## config.mk

```make
export PLATFORM = sky130hd
export DESIGN_NAME = coletor_pin_flat
export DESIGN_NICKNAME = d
export VERILOG_FILES = /design/src/rtl/coletor_pin_pkg.sv /design/src/rtl/coletor_pin_if.sv /design/src/rtl/coletor_pin_contador_timeout.sv /design/src/rtl/coletor_pin.sv /design/src/flat_wrapper.sv
export SDC_FILE = /design/constraint.sdc
export NUM_CORES = 1
export LEC_CHECK = 0
export BUFFER_PORTS_ARGS = -buffer_cell sky130_fd_sc_hd__buf_2
export CORE_ASPECT_RATIO = 1.25
export CORE_UTILIZATION = 54
export CTS_BUF_LIST = sky130_fd_sc_hd__clkbuf_4 sky130_fd_sc_hd__clkbuf_8
export CTS_CLUSTER_DIAMETER = 30
export DETAILED_ROUTE_END_ITERATION = 16
export GPL_TIMING_DRIVEN = 0
export MAX_ROUTING_LAYER = met4
export PLACE_DENSITY = 0.84
export SYNTH_ARGS = -nofsm -noshare
export SYNTH_HDL_FRONTEND = slang
export SYNTH_HIERARCHICAL = 1
export SYNTH_SLANG_ARGS = --single-unit
```

## constraint.sdc

```tcl
create_clock -name clk -period 5.7 [get_ports clk]
set_input_delay 0.57 -clock clk [delete_from_list [all_inputs] [get_ports clk]]
set_output_delay 0.57 -clock clk [all_outputs]
set_load 0.005 [all_outputs]
```

## src/rtl/coletor_pin_pkg.sv

```systemverilog
// coletor_pin_pkg: shared pinPac_t type, key codes and digit-shift helpers for the PIN collector
package coletor_pin_pkg;
  typedef struct packed {
    logic       status;
    logic [3:0] digit1;
    logic [3:0] digit2;
    logic [3:0] digit3;
    logic [3:0] digit4;
  } pinPac_t;
  localparam logic [3:0] KEY_BACKSPACE = 4'hA;
  localparam logic [3:0] KEY_ENTER     = 4'hB;
  localparam logic [3:0] DIGIT_BLANK   = 4'hE;
  localparam pinPac_t    PIN_BLANK     = {1'b0, {4{DIGIT_BLANK}}};
  typedef enum logic [2:0] {
    ST_IDLE     = 3'd0,
    ST_COLLECT  = 3'd1,
    ST_SEND     = 3'd2,
    ST_COOLDOWN = 3'd3
  } state_t;
  // Newest digit enters at digit4, oldest falls out of digit1.
  function automatic pinPac_t pin_push(pinPac_t p, logic [3:0] d);
    return '{status: 1'b0, digit1: p.digit2, digit2: p.digit3, digit3: p.digit4, digit4: d};
  endfunction
  // Backspace drops digit4 and refills digit1 with the blank marker.
  function automatic pinPac_t pin_pop(pinPac_t p);
    return '{status: 1'b0, digit1: DIGIT_BLANK, digit2: p.digit1, digit3: p.digit2, digit4: p.digit3};
  endfunction
endpackage

```

## src/rtl/coletor_pin_if.sv

```systemverilog
// coletor_pin_if: keypad inputs and pinPac_t outputs of the PIN collector
interface coletor_pin_if;
  import coletor_pin_pkg::*;
  logic       enable;
  logic       key_valid;
  logic [3:0] key_code;
  pinPac_t    pin_out;
  logic [2:0] digit_count;
  logic       entry_error;
  modport master (
    input  enable, key_valid, key_code,
    output pin_out, digit_count, entry_error
  );
  modport slave (
    output enable, key_valid, key_code,
    input  pin_out, digit_count, entry_error
  );
endinterface

```

## src/rtl/coletor_pin_contador_timeout.sv

```systemverilog
// contador_timeout: down-counter that pulses o_expire N cycles after i_clear drops
module contador_timeout #(
  parameter int unsigned N = 16
) (
  input  logic clk,
  input  logic rst,
  input  logic i_clear,
  output logic o_expire
);
  localparam int unsigned W = (N > 1) ? $clog2(N) : 1;
  logic [W-1:0] r_cnt;
  // Reload while cleared, then count down and park at zero.
  always_ff @(posedge clk or posedge rst)
    if (rst) r_cnt <= W'(N - 1);
    else if (i_clear) r_cnt <= W'(N - 1);
    else if (r_cnt != '0) r_cnt <= r_cnt - W'(1);
  assign o_expire = !i_clear && r_cnt == '0;
endmodule

```

## src/rtl/coletor_pin.sv

```systemverilog
// coletor_pin: collects keypad digits into a 4-digit PIN and sends it on pinPac_t with a one-cycle status pulse
module coletor_pin
  import coletor_pin_pkg::*;
#(
  parameter int unsigned TIMEOUT_CYCLES  = 50_000_000,
  parameter int unsigned COOLDOWN_CYCLES = 16
) (
  input logic           clk,
  input logic           rst,
  coletor_pin_if.master bus
);
  state_t     r_state, w_next;
  pinPac_t    r_pin, w_pin;
  logic [2:0] r_count, w_count;
  logic       r_error, w_error;
  logic       w_digit, w_bksp, w_enter, w_tmo, w_cd_done;
  assign w_digit = bus.key_valid && bus.key_code <= 4'd9;
  assign w_bksp  = bus.key_valid && bus.key_code == KEY_BACKSPACE;
  assign w_enter = bus.key_valid && bus.key_code == KEY_ENTER;
  // The accepting key cycle is cycle 0, so expiry lands in idle cycle TIMEOUT_CYCLES-1
  // and a key arriving in that same cycle wins because it holds the counter cleared.
  contador_timeout #(.N(TIMEOUT_CYCLES - 1)) u_timeout (
    .clk      (clk),
    .rst      (rst),
    .i_clear  (r_state != ST_COLLECT || w_digit || w_bksp),
    .o_expire (w_tmo)
  );
  contador_timeout #(.N(COOLDOWN_CYCLES)) u_cooldown (
    .clk      (clk),
    .rst      (rst),
    .i_clear  (r_state != ST_COOLDOWN),
    .o_expire (w_cd_done)
  );
  // State register.
  always_ff @(posedge clk or posedge rst)
    if (rst) r_state <= ST_IDLE;
    else r_state <= w_next;
  // Next-state logic; SEND always completes regardless of enable.
  always_comb begin
    w_next = ST_IDLE;
    case (r_state)
      ST_IDLE:     w_next = bus.enable && w_digit ? ST_COLLECT : ST_IDLE;
      ST_COLLECT:  w_next = !bus.enable ? ST_IDLE :
                            w_digit     ? ST_COLLECT :
                            w_bksp      ? (r_count == 3'd1 ? ST_IDLE : ST_COLLECT) :
                            w_enter     ? (r_count == 3'd4 ? ST_SEND : ST_IDLE) :
                            w_tmo       ? ST_IDLE : ST_COLLECT;
      ST_SEND:     w_next = ST_COOLDOWN;
      ST_COOLDOWN: w_next = !bus.enable || w_cd_done ? ST_IDLE : ST_COOLDOWN;
      default:     w_next = ST_IDLE;
    endcase
  end
  // Next values of the registered outputs; status is high only when entering SEND.
  always_comb begin
    w_pin   = PIN_BLANK;
    w_count = 3'd0;
    w_error = 1'b0;
    case (r_state)
      ST_IDLE: begin
        w_pin   = bus.enable && w_digit ? pin_push(PIN_BLANK, bus.key_code) : PIN_BLANK;
        w_count = bus.enable && w_digit ? 3'd1 : 3'd0;
      end
      ST_COLLECT: begin
        if (!bus.enable) begin
          w_pin   = PIN_BLANK;
        end else if (w_digit) begin
          w_pin   = pin_push(r_pin, bus.key_code);
          w_count = r_count == 3'd4 ? 3'd4 : r_count + 3'd1;
        end else if (w_bksp) begin
          w_pin   = pin_pop(r_pin);
          w_count = r_count - 3'd1;
        end else if (w_enter) begin
          w_pin        = r_count == 3'd4 ? r_pin : PIN_BLANK;
          w_pin.status = r_count == 3'd4;
          w_count      = r_count == 3'd4 ? r_count : 3'd0;
          w_error      = r_count != 3'd4;
        end else if (w_tmo) begin
          w_error = 1'b1;
        end else begin
          w_pin   = r_pin;
          w_count = r_count;
        end
      end
      default: begin
        w_pin = PIN_BLANK;
      end
    endcase
  end
  // Output registers.
  always_ff @(posedge clk or posedge rst)
    if (rst) begin
      r_pin   <= PIN_BLANK;
      r_count <= 3'd0;
      r_error <= 1'b0;
    end else begin
      r_pin   <= w_pin;
      r_count <= w_count;
      r_error <= w_error;
    end
  assign bus.pin_out     = r_pin;
  assign bus.digit_count = r_count;
  assign bus.entry_error = r_error;
endmodule

```

## src/flat_wrapper.sv

```systemverilog
// flat-port wrapper written by rule: the top's interface ports become plain ports
module coletor_pin_flat import coletor_pin_pkg::*;
#(
  parameter int unsigned TIMEOUT_CYCLES  = 50_000_000,
  parameter int unsigned COOLDOWN_CYCLES = 16
)
  (clk, rst, bus_enable, bus_key_valid, bus_key_code, bus_pin_out, bus_digit_count, bus_entry_error);
  coletor_pin_if bus_i ();
  input logic clk;
  input logic rst;
  input wire logic [$bits(bus_i.enable)-1:0] bus_enable;
  input wire logic [$bits(bus_i.key_valid)-1:0] bus_key_valid;
  input wire logic [$bits(bus_i.key_code)-1:0] bus_key_code;
  output wire logic [$bits(bus_i.pin_out)-1:0] bus_pin_out;
  output wire logic [$bits(bus_i.digit_count)-1:0] bus_digit_count;
  output wire logic [$bits(bus_i.entry_error)-1:0] bus_entry_error;
  assign bus_i.enable = bus_enable;
  assign bus_i.key_valid = bus_key_valid;
  assign bus_i.key_code = bus_key_code;
  assign bus_pin_out = bus_i.pin_out;
  assign bus_digit_count = bus_i.digit_count;
  assign bus_entry_error = bus_i.entry_error;
  coletor_pin #(.TIMEOUT_CYCLES(TIMEOUT_CYCLES), .COOLDOWN_CYCLES(COOLDOWN_CYCLES)) u_core (.clk(clk), .rst(rst), .bus(bus_i));
endmodule
```

==> impl_results.md, run 1 <==
* Outcome: finished clean
* Yosys reg bits at 53
* CP Launch Point: bus_key_code[1]
* CTS tree: yes
* Die Y-Extent at 85.13 µm
* Most used flip-flop cell after synthesis: dfstp_2
* Clk buf depth at 2
* Post-synthesis sequential area ratio at 45.81%
* Tightest Pin Transition at between 0.9 and 1 ns
* I/O pin count at 29
* Slowest stage delay, CP at 0.43 ns
* Max_slew headroom at 35.17%
* Die width at 68.51 µm
* R2R setup slack at just under 3 ns
* Core region area at between 5000 and 6000 µm²
* # nets final at ~350
* Starting Density at ~58%
* Vias/cell at around 6.3
* Layout area overhead at 10.31%
* CP Class: primary input to register
* Hold slack at between 0.3 and 0.4 ns
* FF-to-FF Start: u_core/u_timeout/r_cnt[14]
* Max-cap viol count at 0
* Synth cell types at 61
* Gr ovfl total at 0
* Seq pwr share at 51.8%
* DRT Pass-1 Iters at 5
* GR Util All Layers at 23.91%
* Dpl hpwl at roughly 4500 µm
* Syn nets at 316
* Clock group share of total power at 26.3%
* Vias in the first global route at 2352
* Setup crit end kind: register
* R2R Path End: u_core/bus.pin_out[4]
* Placer Congestion at 0.8908
* Final setup vio count at 0
* Residual DRC at 0
* Cts repair resizes at 0
* Share of layout cells above drive strength 1 at 26.71%
* Total die area at 5832 µm²
* Setup bufs post-CTS at 0
* IO buf count at 28
* Clk_skew at 0.01133 ns
* Area of the mapped netlist at 2985 µm²
* Routed Antenna Nets at 0
* Pint at ~0.00057 W
* Pleak at between 1 and 1.5 nW
* Worst setup path endpoint: u_core/bus.pin_out[14]
* Num CTS Buffers at 5
* Largest net degree at the start of global routing at 27
* WP data required at 5.95 ns
* Power Dens Cells at 253.8 nW/µm²
* Post-Layout Cell Count at ~400
* CP Launch Type: primary input
* Post-synth EDFFs at 0
* Crit path time final at 3.159 ns
* Antenna diodes at 0
* Post-Syn Area per Cell at between 9 and 10 µm²
* Comb power frac at 21.9%
* CTS Sinks at between 50 and 60
* VDD IR max at approximately 0.00018 V
* Final-report max-slew violation count at 0
* CP max stage cell: o21ai_0
* Row Count at 29
* Routed len/inst at approximately 16 µm
* Yosys warnings at 6
* Sequence of cells on the critical path: buf_2 -> o21ai_0 -> nand2_1 -> nand3_1 -> clkbuf_1 -> clkbuf_1 -> nor2_1 -> mux2i_1 -> nand2_1 -> o22a_1
* Initial antenna violation count at 0
* Post-route setup TNS at 0 ns
* Worst Path Max Fanout at 10
* Placed Cells at 391
* Via count at roughly 2500
* CTS root buf: clkbuf_8
* Pre-CTS setup slack at around 2.2 ns
* Hold_buf cts at 0
* NetSw at ~0.00027 W
* Worst path arrival time at around 3.4 ns
* WL final at 6259 µm
* CTS H-tree lvls at 2
* Fin crit share at 55.41%
* First-pass GRT wire length at 10240 µm
* Final Hold Fails at 0
* Worst skew pair latency at roughly 0.31 ns
* Synth async-reset ratio at 100.0%
* PnR worst setup slack at between 2 and 3 ns
* FF-to-FF path depth at 9
* Leading cell type in the layout, fill and taps excluded: dfstp_2
* Hold WC Path Type: primary input to async pin
* Clock slew seen by the registers of the worst setup and hold paths at roughly 0.1 ns
* Syn Inst Count at about 300
* Fmax achieved at 316.6 MHz
* Switching share of power at 31.85%
* Unrepaired setup endpoints after global routing: false
* Starting DRT DRC Count at 95
* Most frequent cells in the layout: dfstp_2 (33), buf_2 (32), nor2_1 (27)
## metal layers
metal	global-route usage, %	part of all wire [%]
met1	25.76	42
met2	40.91	52
met3	4.570	3.4
met4	10.98	2.2
met5	-	0
## cell usage after synthesis, drive strengths merged, types with 3 or more instances
master | n | area (µm²)
a31oi | 3 | 18.77
a21oi | 17 | 85.08
nand2 | 11 | 41.29
o31a | 5 | 43.79
mux2i | 10 | 100.1
or3 | 11 | 78.82
nor3b | 3 | 27.52
o31ai | 3 | 22.52
nand2b | 5 | 31.28
or4 | 7 | 60.06
a2bb2oi | 5 | 43.79
and2 | 3 | 21.27
a221o | 3 | 30.03
nor4 | 10 | 68.81
nor3 | 12 | 70.07
buf | 8 | 61.31
dfrtp | 20 | 500.5
inv | 22 | 82.58
o22ai | 10 | 62.56
nor2 | 27 | 101.4
dfstp | 33 | 867.1
ha | 7 | 87.58
nand3 | 6 | 30.03
nor2b | 11 | 68.82
clkbuf | 4 | 15.01
o21ai | 7 | 35.03
or3b | 3 | 26.28
## power by group through the flow
stage	combinational (W)	sequential, W	clock, W
finish	0.000183	0.000433	0.000220
global route	0.000203	0.000437	0.000241
CTS	0.000182	0.000433	0.000226
detailed placement	0.000180	0.000439	0
global placement	0.000176	0.000438	0
floorplan	0.000133	0.000433	0
## metrics by stage
step | instance area [µm²] | power, W | util [%]
after floorplan | 2985 | 0.0005663 | -
after global placement | 3203 | 0.0006137 | 61.73
after detailed placement | 3203 | 0.0006193 | 61.73
after CTS | 3293 | 0.0008409 | 63.47
after global routing | 3293 | 0.0008812 | 63.47
final | 3293 | 0.0008359 | 63.47
## flip-flops by register name, indices dropped and copies added, names as in the netlist
| name | cells |
|---|---|
| u_core/bus.digit_count | 3 |
| u_core/u_cooldown/r_cnt | 4 |
| u_core/r_state | 2 |
| u_core/bus.entry_error | 1 |
| u_core/u_timeout/r_cnt | 26 |
| u_core/bus.pin_out | 17 |
## worst min-delay path by stage
stage,end,depth (start not counted)
detailed placement,u_core/bus.pin_out[2],2
floorplan,u_core/bus.pin_out[2],2
global placement,u_core/bus.pin_out[2],2
finish,u_core/u_cooldown/r_cnt[1],2
CTS,u_core/u_cooldown/r_cnt[1],2
global route,u_core/u_cooldown/r_cnt[2],2
## worst max-delay path, delay by kind of cell
kind            cells  cell delay, ns
simple gates        4            0.96
buf+inv             3            0.92
compound gates      2            0.70
mux                 1            0.25
## area by class of cell
| class | count | area [µm²] |
|---|---|---|
| Inverter | 22 | 82.58 |
| Timing Repair Buffer | 28 | 140.1 |
| Fill cell | 412 | 1896 |
| Sequential cell | 53 | 1368 |
| Clock inverter | 2 | 13.76 |
| Multi-Input combinational cell | 214 | 1459 |
| Tap cell | 62 | 77.57 |
| Buffer | 12 | 76.32 |
| Clock buffer | 6 | 76.32 |
## cell families after synthesis
kind of cell	synth area share [%]
buf+inv	5.323
simple gates	24.02
flops	45.81
compound gates	16.64
mux	4.107
xor+xnor	1.174
fa+ha+maj	2.934
Note: power is estimated with default switching activity, not from simulation.
==> run 2, diff against run 1 <==
--- a/config.mk
+++ b/config.mk
@@ -5,6 +5,7 @@
 export SDC_FILE = /design/constraint.sdc
 export NUM_CORES = 1
 export LEC_CHECK = 0
+export ABC_AREA = 1
 export BUFFER_PORTS_ARGS = -buffer_cell sky130_fd_sc_hd__buf_2
 export CORE_ASPECT_RATIO = 1.25
 export CORE_UTILIZATION = 54
@@ -13,7 +14,7 @@
 export DETAILED_ROUTE_END_ITERATION = 16
 export GPL_TIMING_DRIVEN = 0
 export MAX_ROUTING_LAYER = met4
-export PLACE_DENSITY = 0.84
+export PLACE_DENSITY = 0.86
 export SYNTH_ARGS = -nofsm -noshare
 export SYNTH_HDL_FRONTEND = slang
 export SYNTH_HIERARCHICAL = 1
==> constraint.sdc (replaced) <==
create_clock -name clk -period 2.7 [get_ports clk]
set_input_delay 0.27 -clock clk [delete_from_list [all_inputs] [get_ports clk]]
set_output_delay 0.27 -clock clk [all_outputs]
set_load 0.005 [all_outputs]
==> impl_results.md, run 2 <==
* Hold_buf cts at 0
* CP Class: register to register
* Pint at 0.001171 W
* Gr ovfl total at 0
* First-pass GRT wire length at 13680 µm
* Most used flip-flop cell after synthesis: dfstp_2
* Post-synthesis compound-gate area fraction at 4.774%
* Syn nets at between 500 and 600
* XOR/XNOR Fraction of Synth Area at 1.013%
* Yosys reg bits at 53
* Post-synthesis sequential area ratio at 39.53%
* Leading cell type in the layout, fill and taps excluded: nand2_1
* Vias in the first global route at around 3100
* Power Dens Cells at 409.0 nW/µm²
* WP data required at 2.95 ns
* Routed Antenna Nets at 0
* Unrepaired setup endpoints after global routing: false
* GR Util All Layers at between 20% and 30%
* Final setup vio count at 0
* Synth area leaders: dfstp_2 (25%), nand2_1 (16%), dfrtp_1 (14%)
* Share of the synthesized area in the top cell type at approximately a quarter
* Vias/cell at 5.197
* Switching share of power at 25.09%
* Fmax achieved at 404.9 MHz
* Fin crit share at 91.47%
* Max-cap viol count at 0
* Tightest Pin Transition at around 0.99 ns
* Layout area overhead at 10.45%
* Max_slew headroom at between 30% and 40%
* M1 WL at 3253 µm
* NetSw at between 0.0003 and 0.0004 W
* Clock group share of total power at 36.7%
* Biggest register: u_core/u_timeout/r_cnt
* Share of layout cells above drive strength 1 at 22.14%
* CTS root buf: clkbuf_8
* Final-report max-slew violation count at 0
* Cell taking the most area after synthesis: dfstp_2
* Die Y-Extent at 91.49 µm
* DRT Pass-1 Iters at 5
* IO buf count at 27
* Crit path time final at ~2.5 ns
* Core region area at 6166 µm²
* I/O pin count at 29
* Clock slew seen by the registers of the worst setup and hold paths at 0.10 ns
* Comb power frac at 9.6%
* Placer Congestion at 0.9063
* CTS Sinks at 53
* Post-synth EDFFs at 0
* Outcome: finished clean
* Post-Syn Area per Cell at approximately 7 µm²
* Pleak at 1.993 nW
* Worst path arrival time at 2.72 ns
* Setup crit end kind: register
* Most frequent cells in the layout: nand2_1 (147), nor2_1 (79), inv_1 (67)
* Setup bufs post-CTS at 0
* Post-synthesis mux area share at 0%
* Final Hold Fails at 0
* Starting Density at 56.11%
* Routed len/inst at 12.99 µm
* Seq pwr share at between 50% and 60%
* Via count at 3212
* Die width at 73.59 µm
* Cell with the most instances after synthesis: nand2_1
* Post-synth top cells: nand2_1 (147), nor2_1 (79), inv_1 (67), nand3_1 (48), dfstp_2 (33)
* WL final at 8030 µm
* Worst skew pair latency at 0.31 ns
* Pre-CTS setup slack at -0.02942 ns
* Synth async-reset ratio at 100.0%
* Initial antenna violation count at 0
* Post-Synth Simple-Gate Area at 42.64%
* Max reg flops at 26
* Num CTS Buffers at 5
* WL met2 at 4269 µm
* Cts repair resizes at 0
* Dpl hpwl at 6157 µm
* VDD IR max at 0.0002920 V
* Residual DRC at 0
* Antenna diodes at 0
* Hold slack at 0.05444 ns
* Starting DRT DRC Count at 206
* Adder-Cell Fraction of Synth Area at roughly 2.5%
* WL met3 at 243 µm
* Largest net degree at the start of global routing at 27
* Largest family of logic cells by synthesized area: simple AND/OR/NAND/NOR gates
* PnR worst setup slack at 0.2304 ns
* Clk buf depth at 2
* Synth cell types at 33
* Worst Path Max Fanout at 10
* Row Count at 32
* CTS tree: yes
* Hold WC Path Type: primary input to async pin
* Clk_skew at 0.01330 ns
* Area of the mapped netlist at 3460 µm²
* Total die area at 6733 µm²
* CTS H-tree lvls at 2
* Syn Inst Count at 498
* Yosys warnings at 6
* CP Launch Type: register
* # nets final at 547
* Max layer used: met4
run 2: cell count changes after synthesis, sizes merged, moves of 7 or more:
cell,change
inv,+50
mux2i,-10
nand2,+149
nand3,+45
nand4,+12
nor2,+70
nor2b,-11
nor3,-11
nor4,-10
o22ai,-10
or3,-11
or4,-7
run 2: power by group through the flow:
| stage | clock (W) | sequential, W | combinational (W) |
|---|---|---|---|
| final | 0.000573 | 0.000840 | 0.000150 |
| after global routing | 0.000614 | 0.000843 | 0.000169 |
| after CTS | 0.000594 | 0.000840 | 0.000151 |
| after detailed placement | 0 | 0.000853 | 0.000150 |
| after global placement | 0 | 0.000852 | 0.000147 |
| after floorplan | 0 | 0.000852 | 0.0000975 |
run 2: critical path, stage by stage (launching register included):
cell,delay [ns]
dfrtp_1,0.43
inv_2,0.11
nor2_8,0.06
nand3_1,0.08
buf_2,0.25
clkinv_1,0.36
nand2_1,0.29
inv_1,0.09
nor2_1,0.14
nand3_2,0.16
nand2_4,0.17
buf_8,0.14
nand2_1,0.05
nand2_1,0.07
run 2: per-stage QoR:
stage	power [W]	instances	instance area [µm²]	TNS [ns]	utilization, %
global route	0.001626	618	3821	0	61.97
floorplan	0.0009493	498	3460	0	-
global placement	0.0009990	610	3701	0	60.02
CTS	0.001586	618	3821	0	61.97
finish	0.001563	618	3821	0	61.97
detailed placement	0.001003	610	3701	-0.1478	60.02
run 2: worst paths after layout:
kind | start | to | slack [ns] | cells after the start
max | u_core/r_state[0] | u_core/bus.pin_out[3] | 0.23 | 13
min | rst | u_core/u_cooldown/r_cnt[2] | 0.05 | 2
max reg2reg | u_core/r_state[0] | u_core/bus.pin_out[3] | 0.23 | 13
min reg2reg | u_core/u_cooldown/r_cnt[0] | u_core/u_cooldown/r_cnt[0] | 0.47 | 2
max in group asynchronous | rst | u_core/u_timeout/r_cnt[24] | 1.91 | 2
min in group clk | bus_key_code[1] | u_core/bus.pin_out[1] | 0.32 | 5
run 2: logic make-up (layout without fill, tap and decap cells):
| logic type | after synthesis | after routing |
|---|---|---|
| AND/OR/NAND/NOR | 324 | 324 |
| buffers and inverters | 80 | 115 |
| flip-flops | 53 | 53 |
| AO/OA/AOI/OAI | 30 | 30 |
| adder cells (fa/ha/maj) | 7 | 7 |
| XOR/XNOR | 4 | 4 |
run 2: routing by layer:
metal  global-route usage (%)  up-vias
met1                    29.69     1501
met4                    12.50        0
met3                    3.885       22
met5                        -        -
li1                         -     1612
met2                    46.94       77
run 2: layout make-up:
type,instances,area (µm²)
sequential,53,1368
buffer,5,41.29
clock buffer,6,82.58
clock inverter,2,37.54
multi-input combinational,365,1763
timing repair buffer,27,135.1
tap,85,106.4
fill,587,2345
inverter,75,287.8
==> run 3, diff against run 2 <==
--- a/config.mk
+++ b/config.mk
@@ -13,6 +13,7 @@
 export CTS_CLUSTER_DIAMETER = 30
 export DETAILED_ROUTE_END_ITERATION = 16
 export GPL_TIMING_DRIVEN = 0
+export HOLD_SLACK_MARGIN = 0.15
 export MAX_ROUTING_LAYER = met4
 export PLACE_DENSITY = 0.86
 export SYNTH_ARGS = -nofsm -noshare
==> impl_results.md, run 3 (synthesis results as in run 2) <==
* Outcome: finished clean
* Post-route setup TNS at 0 ns
* Multi-input logic area at 1763 µm²
* CP Launch Point: u_core/r_state[0]
* Vias/cell at 5.218
* Placer Congestion at 0.9063
* Clk buf depth at 2
* Hold_buf cts at 1
* Hold Path Origin: bus_key_code[1]
* Antenna diodes at 0
* Gr ovfl total at 0
* Max_slew headroom at between 30 and 40%
* WP data required at 2.95 ns
* Hold slack at 0.3224 ns
* Initial antenna violation count at 0
* Pre-CTS setup slack at -0.02942 ns
* Final-report max-slew violation count at 0
* Leading cell type in the layout, fill and taps excluded: nand2_1
* FF-to-FF Start: u_core/r_state[0]
* Total die area at a little under 7000 µm²
* Most frequent cells in the layout: nand2_1 (147), nor2_1 (79), inv_1 (67)
* Fin crit share at between 90% and 100%
* Routed len/inst at 13.01 µm
* Max reg flops at 26
* Clk_skew at 0.01361 ns
* Clock slew seen by the registers of the worst setup and hold paths at 0.09 ns
* Max-cap viol count at 0
* Crit path time final at ~2.4 ns
* Starting DRT DRC Count at roughly 210
* Setup crit end kind: register
* Residual DRC at 0
* Worst skew pair latency at 0.31 ns
* Tightest Pin Transition at 1.004 ns
* FF/Latch Area at 1368 µm²
* CTS Sinks at 53
* Final Hold Fails at 0
* I/O pin count at 29
* CTS H-tree lvls at 2
* VDD IR max at between 0.0002 and 0.0003 V
* Die width at ~74 µm
* Unrepaired setup endpoints after global routing: false
* Largest net degree at the start of global routing at 27
* Cts repair resizes at 0
* Fillcell total at 586
* Share of layout cells above drive strength 1 at 22.10%
* Via count at between 3000 and 4000
* Pleak at between 1.5 and 2 nW
* Fmax achieved at 410.1 MHz
* CTS root buf: clkbuf_8
* Routed Antenna Nets at 0
* Placed Cells at 610
* Starting Density at between 50% and 60%
* PnR worst setup slack at 0.2614 ns
* Final setup vio count at 0
* Biggest register: u_core/u_timeout/r_cnt
* First-pass GRT wire length at 13680 µm
* IO buf count at 27
* Layout area overhead at 10.74%
* WL final at ~8100 µm
* Hold WC Path Type: primary input to register
* Power Dens Cells at 407.7 nW/µm²
* Row Count at 32
* Post-Layout Cell Count at a little over 600
* Setup bufs post-CTS at 0
* Worst path arrival time at 2.69 ns
* # nets final at 548
* Worst Path Max Fanout at 10
* CP Class: register to register
* Num CTS Buffers at 5
* Power Total at 0.001562 W
* GR Util All Layers at 26.99%
* CP Launch Type: register
* Die Y-Extent at roughly 91 µm
* CTS tree: yes
* Core region area at 6166 µm²
* DRT Pass-1 Iters at 5
* Vias in the first global route at between 3000 and 4000
* Dpl hpwl at between 6000 and 7000 µm
==> run 3: cell count changes in the layout (fill, tap and decap cells not counted), sizes merged <==
| cell | previous run | this run |
|---|---|---|
| dlygate4sd3 | 0 | 1 |
==> run 3: report_power, final <==
| group | internal, W | leakage, nW | switching (W) |
|---|---|---|---|
| registers | 0.000824 | 0.624 | 0.0000164 |
| clock network | 0.000302 | 0.0574 | 0.000270 |
| logic | 0.0000464 | 1.32 | 0.000104 |
==> run 3: area by class of cell <==
class | instances | area share, %
buffer | 5 | 1.078
multi-input combinational | 365 | 46.02
clock inverter | 2 | 0.9798
tap | 85 | 2.776
timing repair buffer | 28 | 3.788
inverter | 75 | 7.511
clock buffer | 6 | 2.155
sequential | 53 | 35.70
==> run 3: routing by layer <==
metal	part of all wire (%)	global-route usage [%]	up-vias
met4	3.1	12.50	0
li1	-	-	1614
met2	53	46.94	87
met3	3.5	3.885	22
met1	40	29.69	1507
met5	0	-	-
==> run 3: worst paths after layout <==
check | to | slack, ns | cells after the start
setup / recovery | u_core/bus.pin_out[3] | 0.26 | 13
hold / removal | u_core/bus.pin_out[1] | 0.32 | 5
setup reg to reg | u_core/bus.pin_out[3] | 0.26 | 13
hold reg to reg | u_core/u_cooldown/r_cnt[0] | 0.47 | 2
max in group asynchronous | u_core/u_timeout/r_cnt[24] | 1.34 | 3
min in group asynchronous | u_core/u_cooldown/r_cnt[2] | 0.61 | 3
==> run 3: critical path, stage by stage, from the launching register on <==
cell	delay, ns
dfrtp_1	0.43
inv_2	0.11
nor2_8	0.06
nand3_1	0.08
buf_2	0.24
clkinv_1	0.36
nand2_1	0.28
inv_1	0.09
nor2_1	0.14
nand3_2	0.16
nand2_4	0.17
buf_8	0.14
nand2_1	0.05
nand2_1	0.07
==> run 3: metrics by stage <==
step	utilization (%)	cell area, µm²
4_1_cts	62.13	3831
5_1_grt	62.13	3831
3_3_place_gp	60.02	3701
6_report	62.13	3831
3_5_place_dp	60.02	3701
2_1_floorplan	-	3460
